--- config.mk ---
export PLATFORM = sky130hd
export DESIGN_NAME = alu_unit
export DESIGN_NICKNAME = d
export VERILOG_FILES = /design/src/rtl/alu_unit.sv
export SDC_FILE = /design/constraint.sdc
export NUM_CORES = 1
export LEC_CHECK = 0
export BUFFER_PORTS_ARGS = -buffer_cell sky130_fd_sc_hd__buf_4
export CAP_MARGIN = 20
export CORE_ASPECT_RATIO = 1.5
export CORE_MARGIN = 8
export CORE_UTILIZATION = 60
export DETAILED_ROUTE_END_ITERATION = 10
export HOLD_SLACK_MARGIN = 0.03
export PLACE_DENSITY = 0.87
export SYNTH_ARGS = -nofsm -noshare
export SYNTH_HDL_FRONTEND = slang
export SYNTH_SLANG_ARGS = --single-unit
--- constraint.sdc ---
create_clock -name clk -period 2.6 [get_ports clk]
set_input_delay 0.26 -clock clk [delete_from_list [all_inputs] [get_ports clk]]
set_output_delay 0.26 -clock clk [all_outputs]
set_load 0.02 [all_outputs]
--- src/rtl/alu_unit.sv ---
// Registered ALU with built-in aluop/funct decoder: ADD, SUB, AND, OR, optional SLT.
// Define ALU_SLT_EN to add the SLT operation (funct 101010); otherwise it decodes as illegal.
module alu_unit #(
    parameter int WIDTH = 32
) (
    input  logic             clk,
    input  logic             reset,
    input  logic             en,
    input  logic [1:0]       aluop,
    input  logic [5:0]       funct,
    input  logic [WIDTH-1:0] a,
    input  logic [WIDTH-1:0] b,
    output logic [WIDTH-1:0] result,
    output logic             zero,
    output logic             overflow,
    output logic             illegal
);

    localparam int MSB = WIDTH - 1;

    logic             sub, sel_or, sel_arith, sel_slt, illegal_dec;
    logic [WIDTH-1:0] b_eff, sum, logic_res;
    logic             add_ovf, slt_bit;

    logic [WIDTH-1:0] result_d, result_q;
    logic             zero_d, zero_q;
    logic             overflow_d, overflow_q;
    logic             illegal_d, illegal_q;

    // NOTE: every always_comb output gets a default first so no path can infer a latch.
    always_comb begin
        sub         = 1'b0;
        sel_or      = 1'b0;
        sel_arith   = 1'b1;
        sel_slt     = 1'b0;
        illegal_dec = 1'b0;
        case (aluop)
            2'b00: ;
            2'b01: sub = 1'b1;
            2'b11: begin
                sel_or    = 1'b1;
                sel_arith = 1'b0;
            end
            default: begin
                case (funct)
                    6'b100000: ;
                    6'b100010: sub = 1'b1;
                    6'b100100: sel_arith = 1'b0;
                    6'b100101: begin
                        sel_or    = 1'b1;
                        sel_arith = 1'b0;
                    end
`ifdef ALU_SLT_EN
                    6'b101010: begin
                        sub     = 1'b1;
                        sel_slt = 1'b1;
                    end
`endif
                    default: illegal_dec = 1'b1;
                endcase
            end
        endcase
    end

    // Logic ops leave sub=0, so zero on AND/OR reports a+b == 0.
    always_comb begin
        b_eff     = b ^ {WIDTH{sub}};
        sum       = a + b_eff + WIDTH'(sub);
        add_ovf   = (a[MSB] == b_eff[MSB]) && (sum[MSB] != a[MSB]);
        slt_bit   = sum[MSB] ^ add_ovf;
        logic_res = sel_or ? (a | b) : (a & b);
    end

    always_comb begin
        result_d   = result_q;
        zero_d     = zero_q;
        overflow_d = overflow_q;
        illegal_d  = illegal_q;
        if (en) begin
            if (sel_slt)
                result_d = WIDTH'(slt_bit);
            else if (sel_arith)
                result_d = sum;
            else
                result_d = logic_res;
            zero_d     = (sum == '0);
            overflow_d = sel_arith && !sel_slt && add_ovf;
            illegal_d  = illegal_dec;
        end
    end

    // NOTE: sequential state uses non-blocking assignments so all flops update together.
    always_ff @(posedge clk or posedge reset) begin
        if (reset) begin
            result_q   <= '0;
            zero_q     <= 1'b1;
            overflow_q <= 1'b0;
            illegal_q  <= 1'b0;
        end else begin
            result_q   <= result_d;
            zero_q     <= zero_d;
            overflow_q <= overflow_d;
            illegal_q  <= illegal_d;
        end
    end

    assign result   = result_q;
    assign zero     = zero_q;
    assign overflow = overflow_q;
    assign illegal  = illegal_q;

endmodule

==> impl_metrics.json, run 1 <==
{
  "gp_congestion": 1.03,
  "die_h_microns": 122,
  "clock_sink_count": 35,
  "netlist_area_sq_mm": 0.00448,
  "syn_avg_cell_area_sq_um": 7.51,
  "ys_async_sr_fraction": 1.00,
  "synthFlopType": "dfrtp_1",
  "hold_buffers": 1,
  "die_x_microns": 86.6,
  "cts_setup_buffers": 32,
  "stop_stage": "4_1_cts",
  "htreeDepth": 2,
  "dp_hpwl_mm": 15.4,
  "synth_area_leaders": "dfrtp_1 (19%), ha_1 (9.8%), a21oi_1 (9.3%)",
  "synth_top_area_frac": 0.190,
  "row_count": 38,
  "synth_cell_types": 77,
  "preCtsSetupSlack_ps": -1400,
  "syn-num-nets": 708,
  "synthCells": 597,
  "synth_top_area_cell": "dfrtp_1",
  "initial_core_util": 0.620,
  "root_buffer": "clkbuf_8",
  "cts_max_path_buffers": 2,
  "seq_area_frac_synth": 0.196,
  "synth_enable_flop_cells": 0,
  "cts_resized": 110,
  "error": "[ERROR DPL-0038] Utilization greater than 100%, impossible to legalize",
  "portBuffers": 109,
  "io_pins": 110,
  "numCtsBuffers": 5,
  "synth-warning-count": 0,
  "synth-seq-cells": 35,
  "status": "did not finish"
}
==> synth_stat cells (all sizes together), types with 5 or more instances <==
cell,count
a211oi,8
a21boi,6
a21o,17
a21oi,83
a31oi,13
and3,6
clkbuf,34
dfrtp,34
ha,35
inv,15
maj3,12
nand2,50
nand2b,6
nand3,12
nand4,8
nor2,61
nor2b,5
nor3,10
nor4,5
o21a,5
o21ai,43
o31ai,8
or2,7
xnor2,38
xor2,11
==> logic make-up after synthesis <==
logic type | count (synthesis) | synth area share
AO/OA/AOI/OAI | 224 | 0.324
AND/OR/NAND/NOR | 188 | 0.208
buffers and inverters | 51 | 0.0433
XOR/XNOR | 49 | 0.0958
adder cells (fa/ha/maj) | 48 | 0.129
flip-flops | 35 | 0.196
multiplexers | 2 | 0.00475
==> metrics by stage <==
step / cells / area [sq um] / util / setup TNS, ps
after floorplan: 597 / 4630 / - / -11520
after global placement: 913 / 6490 / 0.898 / -19480
after detailed placement: 913 / 6490 / 0.898 / -24960
==> inputs of run 2 (changes only) <==
--- a/config.mk
+++ b/config.mk
@@ -7,12 +7,10 @@
 export LEC_CHECK = 0
 export BUFFER_PORTS_ARGS = -buffer_cell sky130_fd_sc_hd__buf_4
 export CAP_MARGIN = 20
-export CORE_ASPECT_RATIO = 1.5
 export CORE_MARGIN = 8
-export CORE_UTILIZATION = 60
+export CORE_UTILIZATION = 40
 export DETAILED_ROUTE_END_ITERATION = 10
-export HOLD_SLACK_MARGIN = 0.03
-export PLACE_DENSITY = 0.87
+export PLACE_DENSITY_LB_ADDON = 0.15
 export SYNTH_ARGS = -nofsm -noshare
 export SYNTH_HDL_FRONTEND = slang
 export SYNTH_SLANG_ARGS = --single-unit
==> impl_metrics.json, run 2 <==
{
  "status": "complete, but fails checks",
  "violations": "setup timing",
  "skew_ps": 0,
  "hold_buffers": 0,
  "instances_no_fill": 1013,
  "synth_top_area_frac": 0.190,
  "numCtsBuffers": 5,
  "p_leak_nw": 3.61,
  "yosys.area_share.simple": 0.208,
  "root_buffer": "clkbuf_8",
  "grt-busiest-layer": "met2",
  "grt-ovfl-total": 0,
  "n_antenna_cell": 0,
  "syn_avg_cell_area_sq_um": 7.51,
  "met3_usage": 0.0421,
  "drive_gt1_frac": 0.523,
  "ff_latch_area_sq_um": 877,
  "dp_cells": 965,
  "synth_top_family_by_area": "compound AO/OA/AOI/OAI gates",
  "row_count": 38,
  "p_per_area_mw_per_mm2": 518,
  "finalHoldViolCount": 0,
  "antenna_left": 0,
  "synthFlopType": "dfrtp_1",
  "grt_first_pass_wirelength_mm": 29.5,
  "design.die.area_sq_mm": 0.0148,
  "synth_enable_flop_cells": 0,
  "finalCriticalPeriod_ps": 3460,
  "max_clock_freq_mhz": 289,
  "cts_max_path_buffers": 2,
  "vias": 5671,
  "hold_path.class": "in -> async",
  "track_usage": 0.248,
  "clkLatencyLatePin_ps": 340,
  "cts_tree": "built",
  "routed_wl_mm": 19.0,
  "preCtsSetupSlack_ps": -1300,
  "portBuffers": 109,
  "syn-num-nets": 708,
  "end_kind": "flop",
  "worst_ep_required_time_ps": 2860,
  "antenna_found_initial": 0,
  "ir_worst_vdd_mv": 0.335,
  "nets": 983,
  "final_cell_mix": "buf_4 (270), a21oi_1 (61), nor2_1 (55)",
  "drt_iter0_drc": 449,
  "critPathKind": "in -> reg",
  "clock_sink_count": 35,
  "synth-seq-cells": 35,
  "area_delta_synth_final_pct": 79.6,
  "die_x_microns": 122,
  "largest_reg_flops": 32,
  "io_pins": 110,
  "rsz0062_at_grt": "yes",
  "maxCapViolCount": 0,
  "grt_max_degree": 58,
  "first_global_vias": 5692,
  "seq_area_frac_synth": 0.196,
  "synth-compound-area-share": 0.324,
  "slew_viol_final": 0,
  "final.setup.worst_slack_ps": -860,
  "synthAdderAreaFrac": 0.129,
  "clk_pin_slew_ps": 100,
  "met2_usage": 0.415,
  "die_h_microns": 122,
  "multiInputGateArea_sq_mm": 0.00439,
  "synth_cell_types": 77,
  "initial_core_util": 0.412,
  "grtUsageMet1": 0.328,
  "synth-xor-area-share": 0.0958,
  "dp_hpwl_mm": 13.8,
  "first_pass_iters": 5,
  "power.total_mw": 4.17,
  "synth.most_common_cell": "a21oi_1",
  "finalSetupViolations": 28,
  "worstMarginPinSlew_ps": 733,
  "synth_area_leaders": "dfrtp_1 (19%), ha_1 (9.8%), a21oi_1 (9.3%)",
  "ys_async_sr_fraction": 1.00,
  "placeableCoreArea_sq_mm": 0.0109,
  "worstSetupStartpointType": "input pin",
  "netlist_area_sq_mm": 0.00448,
  "fill_cells": 811,
  "synth-warning-count": 0,
  "critPathArrivalTime_ps": 3720,
  "synth_top_area_cell": "dfrtp_1",
  "worst-path-max-fanout": 7,
  "gp_congestion": 0.912,
  "relSlewSlack": 0.511,
  "synthMuxAreaShare": 0.00475,
  "synth_common_cells": "a21oi_1 (83), nor2_1 (61), nand2_1 (50)",
  "layout_commonest_cell": "buf_4",
  "wl_per_cell_microns": 18.8,
  "htreeDepth": 2,
  "via_per_inst": 5.60,
  "period_share": 1.33,
  "drc_errors": 0,
  "synthCells": 597
}
run 2: power by group:
part	switching, mW	internal (mW)
clock network	0.290	0.287
logic	1.45	1.43
registers	0.0669	0.653
total	1.80	2.37
run 2: area by class of cell:
cell class	instances	area share
clock buffers	5	0.00855
well taps	140	0.0218
clock inverters	3	0.00544
inverters	15	0.00731
multi-input cells	511	0.546
flip-flops and latches	35	0.109
repair buffers	304	0.302
run 2: per-layer routing:
metal | part of all wire | wire (microns)
met2 | 0.49 | 9250
met5 | 0 | 0
met4 | 0.014 | 272
met1 | 0.44 | 8380
met3 | 0.058 | 1100
run 2: through the flow:
step,TNS (ps),util,hold slack [ps],area [sq um]
6_report,-11350,0.739,42.6,8050
5_1_grt,-14450,0.739,105,8050
2_1_floorplan,-11520,-,412,4630
4_1_cts,-9520,0.698,60.6,7600
3_5_place_dp,-24740,0.608,427,6620
3_3_place_gp,-23410,0.608,415,6620
run 2: worst max-delay path, stage by stage:
cell       delay [ps]
buf_8             100
nor4b_4           350
a21oi_4           150
buf_12            170
xnor2_4           130
ha_2              190
a211o_1           340
a211oi_4          240
buf_6             180
o32ai_4           110
o2111a_2          330
nor4_4            200
o21bai_2          140
a2111oi_4         390
nand4_1           160
o31ai_2           260
run 2: worst paths after layout:
check	slack (ps)	startpoint	end	cells after the start
max	-860	funct[3]	zero$_DFFE_PP1P_	16
min	40	reset	result[21]$_DFFE_PP0P_	3
max reg2reg	1710	result[23]$_DFFE_PP0P_	result[23]$_DFFE_PP0P_	2
min reg2reg	490	illegal$_DFFE_PP0P_	illegal$_DFFE_PP0P_	2
max in group asynchronous	2180	reset	zero$_DFFE_PP1P_	3
min in group clk	220	aluop[0]	illegal$_DFFE_PP0P_	4
run 2: cell families (layout without fill, tap and decap cells):
logic type | after synthesis | in the layout
muxes | 2 | 2
buffers and inverters | 51 | 327
xor gates and xnor gates | 49 | 49
DFF | 35 | 35
AOI/OAI and AO/OA | 224 | 224
and+or+nand+nor | 188 | 188
adders and majority gates | 48 | 48
run 2: what timing repair did:
action                     CTS  global route
pin swaps                   82            57
buffers inserted            34            13
resized for setup          130            74
setup endpoints to repair   27            31
cloned                       1             0
Note: power is estimated with default switching activity, not from simulation.
